[config.mk]
export PLATFORM = sky130hd
export DESIGN_NAME = busca_instrucao
export DESIGN_NICKNAME = d
export VERILOG_FILES = /design/src/rtl/busca_instrucao.sv
export SDC_FILE = /design/constraint.sdc
export NUM_CORES = 1
export LEC_CHECK = 0
export ABC_AREA = 1
export CAP_MARGIN = 0
export CELL_PAD_IN_SITES_DETAIL_PLACEMENT = 1
export CELL_PAD_IN_SITES_GLOBAL_PLACEMENT = 1
export CORE_UTILIZATION = 28
export DETAILED_ROUTE_END_ITERATION = 8
export PLACE_DENSITY = 0.84
export SLEW_MARGIN = 15
export SYNTH_ARGS = -nofsm -noshare
export SYNTH_HDL_FRONTEND = slang
export SYNTH_SLANG_ARGS = --single-unit
[constraint.sdc]
create_clock -name clock -period 1.2 [get_ports clock]
set_input_delay 0.36 -clock clock [delete_from_list [all_inputs] [get_ports clock]]
set_output_delay 0.36 -clock clock [all_outputs]
set_load 0.005 [all_outputs]
[src/rtl/busca_instrucao.sv]
// Instruction fetch stage of the nRisk-8bits core: owns PC and IR, fetches over a
// req/ack memory port and hands IR to the decoder with a valid/ready handshake.
module busca_instrucao #(
  parameter int ADDR_W   = 8,
  parameter int DATA_W   = 8,
  parameter int RESET_PC = 0,
  parameter int TIMEOUT  = 15
) (
  input  logic              clock,
  input  logic              reset,
  output logic              mem_req,
  output logic [ADDR_W-1:0] mem_addr,
  input  logic              mem_ack,
  input  logic [DATA_W-1:0] mem_data,
  output logic [3:0]        comando,
  output logic [3:0]        operando,
  output logic [ADDR_W-1:0] pc_atual,
  output logic              instr_valid,
  input  logic              instr_ready,
  input  logic              J,
  input  logic              Br,
  input  logic              br_taken,
  input  logic [ADDR_W-1:0] alvo,
  output logic              erro_busca
);

  localparam int CNT_W = (TIMEOUT > 1) ? $clog2(TIMEOUT) : 1;
  localparam logic [ADDR_W-1:0] PC0 = ADDR_W'(RESET_PC);

  typedef enum logic [1:0] {OCIOSO, BUSCA, RETENTA, ENTREGA} estado_t;

  estado_t           estado;
  logic [ADDR_W-1:0] pc;
  logic [DATA_W-1:0] ir;
  logic [CNT_W-1:0]  cnt;

  always_ff @(posedge clock) begin
    if (reset) begin
      estado      <= OCIOSO;
      pc          <= PC0;
      ir          <= '0;
      pc_atual    <= PC0;
      cnt         <= '0;
      mem_req     <= 1'b0;
      instr_valid <= 1'b0;
      erro_busca  <= 1'b0;
    end else begin
      case (estado)
        OCIOSO: begin
          estado  <= BUSCA;
          mem_req <= 1'b1;
        end
        BUSCA: begin
          // an ack landing on the timeout cycle still wins
          if (mem_ack) begin
            ir          <= mem_data;
            pc_atual    <= pc;
            pc          <= pc + 1'b1;
            cnt         <= '0;
            mem_req     <= 1'b0;
            instr_valid <= 1'b1;
            estado      <= ENTREGA;
          end else if (TIMEOUT != 0 && cnt == CNT_W'(TIMEOUT - 1)) begin
            erro_busca <= 1'b1;
            cnt        <= '0;
            mem_req    <= 1'b0;
            estado     <= RETENTA;
          end else if (TIMEOUT != 0) begin
            cnt <= cnt + 1'b1;
          end
        end
        RETENTA: begin
          mem_req <= 1'b1;
          estado  <= BUSCA;
        end
        ENTREGA: begin
          if (instr_ready) begin
            // pc already points past this instruction; only a taken redirect moves it
            if (J | (Br & br_taken)) pc <= alvo;
            instr_valid <= 1'b0;
            mem_req     <= 1'b1;
            estado      <= BUSCA;
          end
        end
        default: estado <= OCIOSO;
      endcase
    end
  end

  assign mem_addr = pc;
  assign comando  = ir[DATA_W-1 -: 4];
  assign operando = ir[3:0];

endmodule

==> flow_summary.yaml, run 1 <==
status:
  status: "finished with violations"
  violations: "negative setup slack"
clocking:
  clkTransAtPathRegs_ns: 0.07
  cts_made_buffers: 5
  cts_tree: "yes"
  ctsHtreeMaxLevel: 2
  cts_max_path_buffers: 2
  cts_sinks: 33
  cts-root-buf: "clkbuf_8"
  clk_latency_ns: 0.28
sta:
  rsz0062_at_grt: "yes"
  max_freq_mhz: 773.5
  holdWs_ns: 0.4649
  layout_min_cycle_time_ns: 1.293
  finalClockSkew_ns: 0.007983
  post-route-period-util_pct: 107.7
  worst_pin_slew_ns: 0.2494
  slew-limit-headroom_pct: 83.20
  hold_viol: 0
  slew_viol_final: 0
  setup_viol: 6
  worst_slack_ns: -0.09290
worst_setup_path:
  cp.arrival_ns: 1.47
  crit_chain: "buf_6, buf_6, nand3_4, nor2_4, nand2_1, nand2_1, inv_1, nor2_1, nor2_1"
  path_max_fanout: 3
  start_kind: "register"
  end_kind: "register"
  crit_type: "register to register"
  cp_slowest_cell: "dfxtp_2"
  crit_required_ns: 1.38
  crit_path_max_incr_delay_ns: 0.35
route:
  route.detailed.drc: 0
  drtPass1Iterations: 4
  vias: 1809
  vias_per_cell: 4.983
  ant_nets: 0
  wl_um: 6341
  wire_per_inst_um: 17.47
  drt_iter0_drc: 103
power:
  powerDensity_nw_per_um2: 1073
  vdd_drop_max_mv: 0.4656
  power.leakage_nw: 1.044
synthesis:
  syn-num-nets: 240
  synth_cells: 214
  yosys_register_bits: 33
  synth_area_sq_um: 1524
  ys_types: 22
  ys_seq_area_share_pct: 43.35
  ys_warn_count: 0
  avgSynthCellArea_sq_um: 7.121
floorplanning:
  start_util_pct: 29.46
  die-area_sq_um: 5742
  pin_count: 50
  row_count: 26
  die_w_um: 75.78
  die_h_um: 75.78
  core-area_sq_um: 5172
placed_design:
  gp_congestion: 0.7932
  io_buffers: 49
  dpl_cell_area_sq_um: 2198
  dp_hpwl_um: 3567
hold_path:
  hold_path_class: "register to register"
global_routing:
  grt_pass1_vias: 1815
  overflow: 0
  grt_antenna_before_repair: 0
  grt_usage_pct: 19.99
  grt_start_max_net_pins: 18
  grt_pass1_wl_um: 8569
finish:
  layout_common_cells: "nand2_1 (48), a21oi_1 (28), dfxtp_2 (28), nand3_1 (24), buf_4 (21)"
  area_delta_synth_final_pct: 67.57
  drive_above_1_share_pct: 41.64
  antenna_cells: 0
  final_common_cell: "nand2_1"
  nFillCells: 630
  final_nets: 318
  fin_area_sq_um: 2554
flow_run:
  cap_violations: 0
-- layout make-up --
type / instances / area (sq um) / area share (%)
well taps: 70 / 87.58 / 3.430
clock buffers: 7 / 86.33 / 3.381
inverters: 17 / 66.31 / 2.597
repair buffers: 79 / 686.9 / 26.90
multi-input cells: 156 / 897.1 / 35.13
flip-flops and latches: 33 / 699.4 / 27.39
clock inverters: 1 / 30.03 / 1.176
-- routing by layer --
layer	GRT usage, %	wire [um]	up-vias	share of wire (%)
met4	5.967	189	0	3.0
met5	0	0	-	0
li1	-	-	856	-
met1	23.24	2638	868	42
met2	36.09	3221	64	51
met3	4.894	293	21	4.6
-- per-stage QoR --
| step | setup TNS (ns) | std cells | worst slack (ns) | utilization (%) | power (W) |
|---|---|---|---|---|---|
| 6_report | -0.2632 | 363 | -0.09290 | 49.37 | 0.002741 |
| 5_1_grt | -0.6592 | 363 | -0.1519 | 49.37 | 0.002834 |
| 4_1_cts | -0.004201 | 360 | -0.004201 | 47.51 | 0.002701 |
| 3_5_place_dp | -13.21 | 344 | -0.5026 | 42.50 | 0.001587 |
| 3_3_place_gp | -12.51 | 344 | -0.4217 | 42.50 | 0.001577 |
| 2_1_floorplan | 0 | 214 | 0.02401 | - | 0.001366 |
-- path summary, 6_finish.rpt --
path	slack, ns	endpoint	from	cells past startpoint
worst max-delay path	-0.09	mem_addr[5]$_SDFFE_PP0P_	mem_addr[0]$_SDFFE_PP0P_	9
worst min register to register	0.46	instr_valid$_SDFFE_PP0P_	instr_valid$_SDFFE_PP0P_	2
worst min-delay path	0.46	instr_valid$_SDFFE_PP0P_	instr_valid$_SDFFE_PP0P_	2
worst max register to register	-0.09	mem_addr[5]$_SDFFE_PP0P_	mem_addr[0]$_SDFFE_PP0P_	9
-- synthesized netlist by cell type --
library cell,count,area share [%]
buf_6,1,0.74
nand3_1,27,8.9
a21oi_1,30,9.9
nand3_4,1,1.1
inv_1,13,3.2
a21oi_2,1,0.57
dfxtp_1,33,43
ha_1,3,2.5
clkbuf_1,4,0.98
o21ai_1,6,2.0
o21a_1,1,0.49
nor2_2,2,0.82
nand2_4,1,0.74
o21bai_2,1,0.74
nor2_1,19,4.7
nand2_1,54,13
or2_1,1,0.41
buf_4,3,1.5
inv_2,4,0.98
o21ai_0,5,1.6
nand2_2,3,1.2
buf_2,1,0.33
-- critical path: cells and delay by family (launching register included) --
kind          cells  cell delay [ns]
buf+inv           3             0.28
simple gates      6             0.55
flops             1             0.35
-- where the power goes --
group	switching, W	internal [W]
Clock	0.000417	0.000677
Sequential	0.0000309	0.00114
Combinational	0.000253	0.000223
Total	0.000700	0.00204
-- what timing repair did --
item,CTS,global route
endpoints found under the hold margin,0,0
gates cloned,1,1
gates resized for setup,109,48
hold buffers,0,0
buffers inserted,7,2
setup endpoints to repair,58,37
pin swaps,12,20
-- sequential cells by signal, indices dropped and copies added, names as in the netlist --
name,count
erro_busca,1
ir,8
mem_req,1
pc_atual,8
mem_addr,8
instr_valid,1
cnt,4
estado,2
-- kinds of logic after synthesis --
group           share of synthesized area (%)
compound gates                          15.27
simple gates                            31.20
buf+inv                                 7.717
flops                                   43.35
fa+ha+maj                               2.463
(Power assumes the default switching activity.)
==> inputs of run 2 (changes only) <==
--- a/config.mk
+++ b/config.mk
@@ -9,9 +9,10 @@
 export CAP_MARGIN = 0
 export CELL_PAD_IN_SITES_DETAIL_PLACEMENT = 1
 export CELL_PAD_IN_SITES_GLOBAL_PLACEMENT = 1
-export CORE_UTILIZATION = 28
+export CORE_UTILIZATION = 29
+export CTS_BUF_LIST = sky130_fd_sc_hd__clkbuf_8
 export DETAILED_ROUTE_END_ITERATION = 8
-export PLACE_DENSITY = 0.84
+export PLACE_DENSITY = 0.86
 export SLEW_MARGIN = 15
 export SYNTH_ARGS = -nofsm -noshare
 export SYNTH_HDL_FRONTEND = slang
==> flow_summary.yaml, run 2 (synthesis gave the netlist of run 1 again) <==
sta:
  layout_min_cycle_time_ns: 1.171
  setup_tns_ns: 0
  max_freq_mhz: 854.3
  post-route-period-util_pct: 97.54
  worst_slack_ns: 0.02950
  rsz0062_at_grt: "yes"
  slew_viol_final: 0
  hold_viol: 0
  finalClockSkew_ns: 0.002739
  slew-limit-headroom_pct: 87.25
  setup_viol: 0
  worst_pin_slew_ns: 0.1911
worst_setup_path:
  crit_top_cell: "nand3_1"
  crit_family: "simple AND/OR/NAND/NOR gates"
  crit_path_max_incr_delay_ns: 0.39
  path_max_fanout: 5
  cp_num_buf_inv: 0
  start_kind: "register"
  crit_required_ns: 1.43
  cp.arrival_ns: 1.40
  end_kind: "register"
  crit_type: "register to register"
  cp_slowest_cell: "dfxtp_4"
  crit_chain: "ha_4, nand2_4, nor2_4, nand3_1, nand3_1, nand2_1, a21oi_2"
global_routing:
  grt_usage_pct: 19.31
  overflow: 0
  grt_start_max_net_pins: 18
  grt_pass1_vias: 1677
  grt_pass1_wl_um: 7976
  grt_antenna_before_repair: 0
placed_design:
  gp_congestion: 0.8490
  io_buffers: 49
  dp_slack_ns: -0.4680
  dp_hpwl_um: 3437
clocking:
  clk_latency_ns: 0.30
  cts_sinks: 33
  cts_max_path_buffers: 2
  cts_made_buffers: 5
  clkTransAtPathRegs_ns: 0.08
  cts_tree: "yes"
  cts-root-buf: "clkbuf_8"
  ctsHtreeMaxLevel: 2
finish:
  final_nets: 311
  antenna_cells: 0
  final_common_cell: "nand2_1"
  final_util_pct: 46.08
  drive_above_1_share_pct: 43.36
  area_delta_synth_final_pct: 53.45
  nFillCells: 656
  layout_common_cells: "nand2_1 (48), a21oi_1 (29), dfxtp_2 (28), nand3_1 (25), clkbuf_2 (19)"
power:
  powerDensity_nw_per_um2: 1053
  power.leakage_nw: 1.000
  vdd_drop_max_mv: 0.5434
floorplanning:
  core-area_sq_um: 5075
  die_h_um: 74.49
  die-area_sq_um: 5549
  pin_count: 50
  row_count: 26
  die_w_um: 74.49
  start_util_pct: 30.03
route:
  wl_um: 5161
  drtPass1Iterations: 4
  vias: 1705
  ant_nets: 0
  drt_iter0_drc: 135
  wire_per_inst_um: 14.50
  vias_per_cell: 4.789
  route.detailed.drc: 0
hold_path:
  hold_path_class: "register to register"
flow_run:
  cap_violations: 0
status:
  status: "finished, final reports clean"
==> run 2: changes by cell type in the layout (fill, tap and decap cells not counted), sizes merged <==
cell | previous run | this run
buf | 33 | 31
dlymetal6s2s | 0 | 1
clkdlybuf4s15 | 16 | 0
clkinvlp | 0 | 1
bufinv | 1 | 0
clkbuf | 15 | 24
clkinv | 0 | 2
dlygate4sd2 | 5 | 4
==> run 2: area by class of cell <==
class                      instances  area, sq um  area share [%]
timing repair buffer              72        544.3           23.27
sequential                        33        703.2           30.07
tap                               70        87.58           3.745
multi-input combinational        156        850.8           36.38
clock buffer                       5        68.82           2.943
inverter                          17        66.31           2.836
clock inverter                     3        17.52          0.7491
==> run 2: layer usage <==
metal,part of all wire [%],track usage (%),vias up
li1,-,-,846
met1,43,23.75,811
met2,52,32.53,40
met3,4.1,4.878,8
met4,1.4,7.128,0
met5,0,0,-
==> run 2: through the flow <==
step,cells,total power [W],area (sq um),hold WS (ns)
floorplan,214,0.001366,1524,0.4530
global placement,345,0.001576,2206,0.4513
detailed placement,345,0.001589,2206,0.4567
CTS,356,0.002454,2374,0.4637
global route,356,0.002581,2338,0.4770
finish,356,0.002462,2338,0.4609
==> run 2: what timing repair did <==
| item | 4_1_cts | 5_1_grt |
|---|---|---|
| cloned | 1 | 0 |
| setup buffers | 2 | 0 |
| resized for setup | 111 | 53 |
| hold buffers | 0 | 0 |
| pin swaps | 8 | 10 |
| setup endpoints to repair | 58 | 52 |
==> run 2: path summary, 6_finish.rpt <==
path / from / endpoint / slack, ns / depth (start not counted)
setup / recovery: mem_addr[0]$_SDFFE_PP0P_ / mem_addr[6]$_SDFFE_PP0P_ / 0.03 / 7
hold / removal: ir[6]$_SDFFE_PP0P_ / ir[6]$_SDFFE_PP0P_ / 0.46 / 2
setup reg to reg: mem_addr[0]$_SDFFE_PP0P_ / mem_addr[6]$_SDFFE_PP0P_ / 0.03 / 7
hold reg to reg: ir[6]$_SDFFE_PP0P_ / ir[6]$_SDFFE_PP0P_ / 0.46 / 2
==> run 2: worst min-delay path: cells and delay by family, from the launching register on <==
kind,cells,cell delay (ns)
flops,1,0.32
compound gates,1,0.05
simple gates,1,0.05
==> run 2: where the power goes <==
group,internal [W],switching [W],leakage (nW),total (W)
Combinational,0.000200,0.000219,0.674,0.000419
Sequential,0.00114,0.0000318,0.282,0.00117
Clock,0.000401,0.000471,0.0439,0.000872
Total,0.00174,0.000722,1.00,0.00246
==> patch (config.mk and constraints of run 2) <==
Set the parameter `TIMEOUT` to 30 (it was 15).
--- a/src/rtl/busca_instrucao.sv
+++ b/src/rtl/busca_instrucao.sv
@@ -4,7 +4,7 @@
   parameter int ADDR_W   = 8,
   parameter int DATA_W   = 8,
   parameter int RESET_PC = 0,
-  parameter int TIMEOUT  = 15
+  parameter int TIMEOUT  = 30
 ) (
   input  logic              clock,
   input  logic              reset,
Function: no difference found for any inputs over 10 cycles, from zero or initial values and one cycle with reset high; that may be too few to reach the edited logic, so the function may still have changed.
==> patch against run 2 <==
The flow now finishes with violations (negative setup slack). First-iteration DRC count decreased by 76%. Total power grew 22%. Clock power up 49%. Routed wire length grew 11%. Area after synthesis up 5.1%. Setup slack got worse by 88 ps. Design area rose by 12%. Sequential cell count grew 1. Critical path type unchanged. Critical endpoint unchanged.
==> patch: results (changes against run 2) <==
logic_synthesis:
  synthTopCellsByArea: "dfxtp_1 (43%), nand2_1 (13%), nand3_1 (8.8%), a21oi_1 (8.4%), nor2_1 (5.6%)"
  ys.flop_type: "dfxtp_1"
  yosys-top-cells-count: "nand2_1 (55), dfxtp_1 (34), nand3_1 (28)"
  synth_fp_nets: 254  # +5.8%
  synth_cell_type_count: 24  # +9.1%
  yosysWarnings: 0  # unchanged
timing:
  fin_ws_ps: -58.20  # -87.70 ps
  tns_ps: -103.5  # -103.5 ps
  max_slew_margin_pct: 80.38  # -6.9 points
  finClkSkew_ps: 6.272  # +3.533 ps
  setup_viol_count_final: 3  # +3
placement:
  gp_congestion: 0.7753  # -8.7%
  post_dp_cell_area_um2: 2298  # +4.2%
  place_hpwl_um: 3775  # +9.8%
grt:
  met2_usage_pct: 37.21  # +4.7 points
  grt_use_met3_pct: 4.790  # -0.088 points
  grt_pass1_wl_um: 9453  # +19%
  grtUsageTotal_pct: 20.37  # +1.1 points
  grt_pass1_vias: 1994  # +19%
route:
  vias: 1864  # +9.3%
  drt_iter0_drc: 33  # -76%
worst_setup_path:
  arrival_ps: 1480  # +80 ps
  crit_fanout: 3  # -2
  r2r_cells: 8  # +1
  crit_slowest_cell: "dfxtp_2"
  cpPeakStageDelay_ps: 350  # -40 ps
final_layout:
  fin_nets: 338  # +8.7%
  fin_util_pct: 50.50  # +4.4 points
  drive_gt1_share_pct: 45.05  # +1.7 points
  nFillCells: 659  # +0.46%
status:
  violations: "negative setup slack"
  status: "complete, but fails checks"
pwr:
  p_leak_nw: 1.129  # +13%
  peakVddDrop_v: 0.0005599  # +3.0%
clock_tree:
  clk_path_buf_depth: 2  # unchanged
## patch: where the power goes
| group | total, mW | internal [mW] | switching [mW] |
|---|---|---|---|
| sequential | 1.21 | 1.17 | 0.0361 |
| combinational | 0.489 | 0.242 | 0.247 |
| clock | 1.30 | 0.833 | 0.468 |
## patch: logic make-up (layout without fill, tap and decap cells)
logic type | count (synthesis) | after routing | share of synthesized area (%)
compound gates | 44 | 44 | 14.84
fa+ha+maj | 3 | 3 | 2.344
buf+inv | 30 | 115 | 8.047
flops | 34 | 34 | 42.50
simple gates | 117 | 117 | 32.27
## patch: per-layer routing
| metal | share of wire, % | wire (um) |
|---|---|---|
| met5 | 0 | 0 |
| met4 | 0.96 | 55 |
| met3 | 3.4 | 192 |
| met2 | 55 | 3130 |
| met1 | 41 | 2336 |
## patch: how the worst min path moves through the flow
stage / startpoint / to / slack [ps] / depth (start not counted)
floorplan: cnt[3] / cnt[3] / 450 / 2
global placement: pc_atual[6] / pc_atual[6] / 450 / 2
detailed placement: ir[1] / ir[1] / 460 / 2
CTS: ir[1] / ir[1] / 460 / 2
global route: pc_atual[4] / pc_atual[4] / 480 / 2
finish: ir[1] / ir[1] / 470 / 2
## patch: timing repair
action | 4_1_cts | 5_1_grt
pin swaps | 16 | 14
endpoints found under the hold margin | 0 | 0
setup buffers | 8 | 7
resized for setup | 134 | 42
endpoints found under the setup margin | 57 | 50
## patch: final cells by class
type | instances | area share [%]
Clock buffer | 5 | 2.618
Clock inverter | 3 | 2.618
Inverter | 20 | 2.951
Multi-Input combinational cell | 164 | 35.36
Sequential cell | 34 | 27.65
Tap cell | 70 | 3.332
Timing Repair Buffer | 87 | 25.46
## patch: critical path: cells and delay by family (launching register included)
family                   cells  cell delay (ps)
AO/OA/AOI/OAI                1              110
adder cells (fa/ha/maj)      1              130
buffers and inverters        1              110
flip-flops                   1              350
AND/OR/NAND/NOR              5              470
## patch: through the flow
| step | power (mW) | hold WS (ps) | worst slack [ps] | std cells |
|---|---|---|---|---|
| after CTS | 2.987 | 464.3 | -32.21 | 376 |
| final | 3.001 | 467.1 | -58.20 | 383 |
| after floorplan | 1.414 | 452.0 | 63.28 | 228 |
| after global placement | 1.637 | 448.4 | -454.6 | 360 |
| after global routing | 3.122 | 484.6 | -92.31 | 383 |
| after detailed placement | 1.654 | 456.7 | -505.5 | 360 |
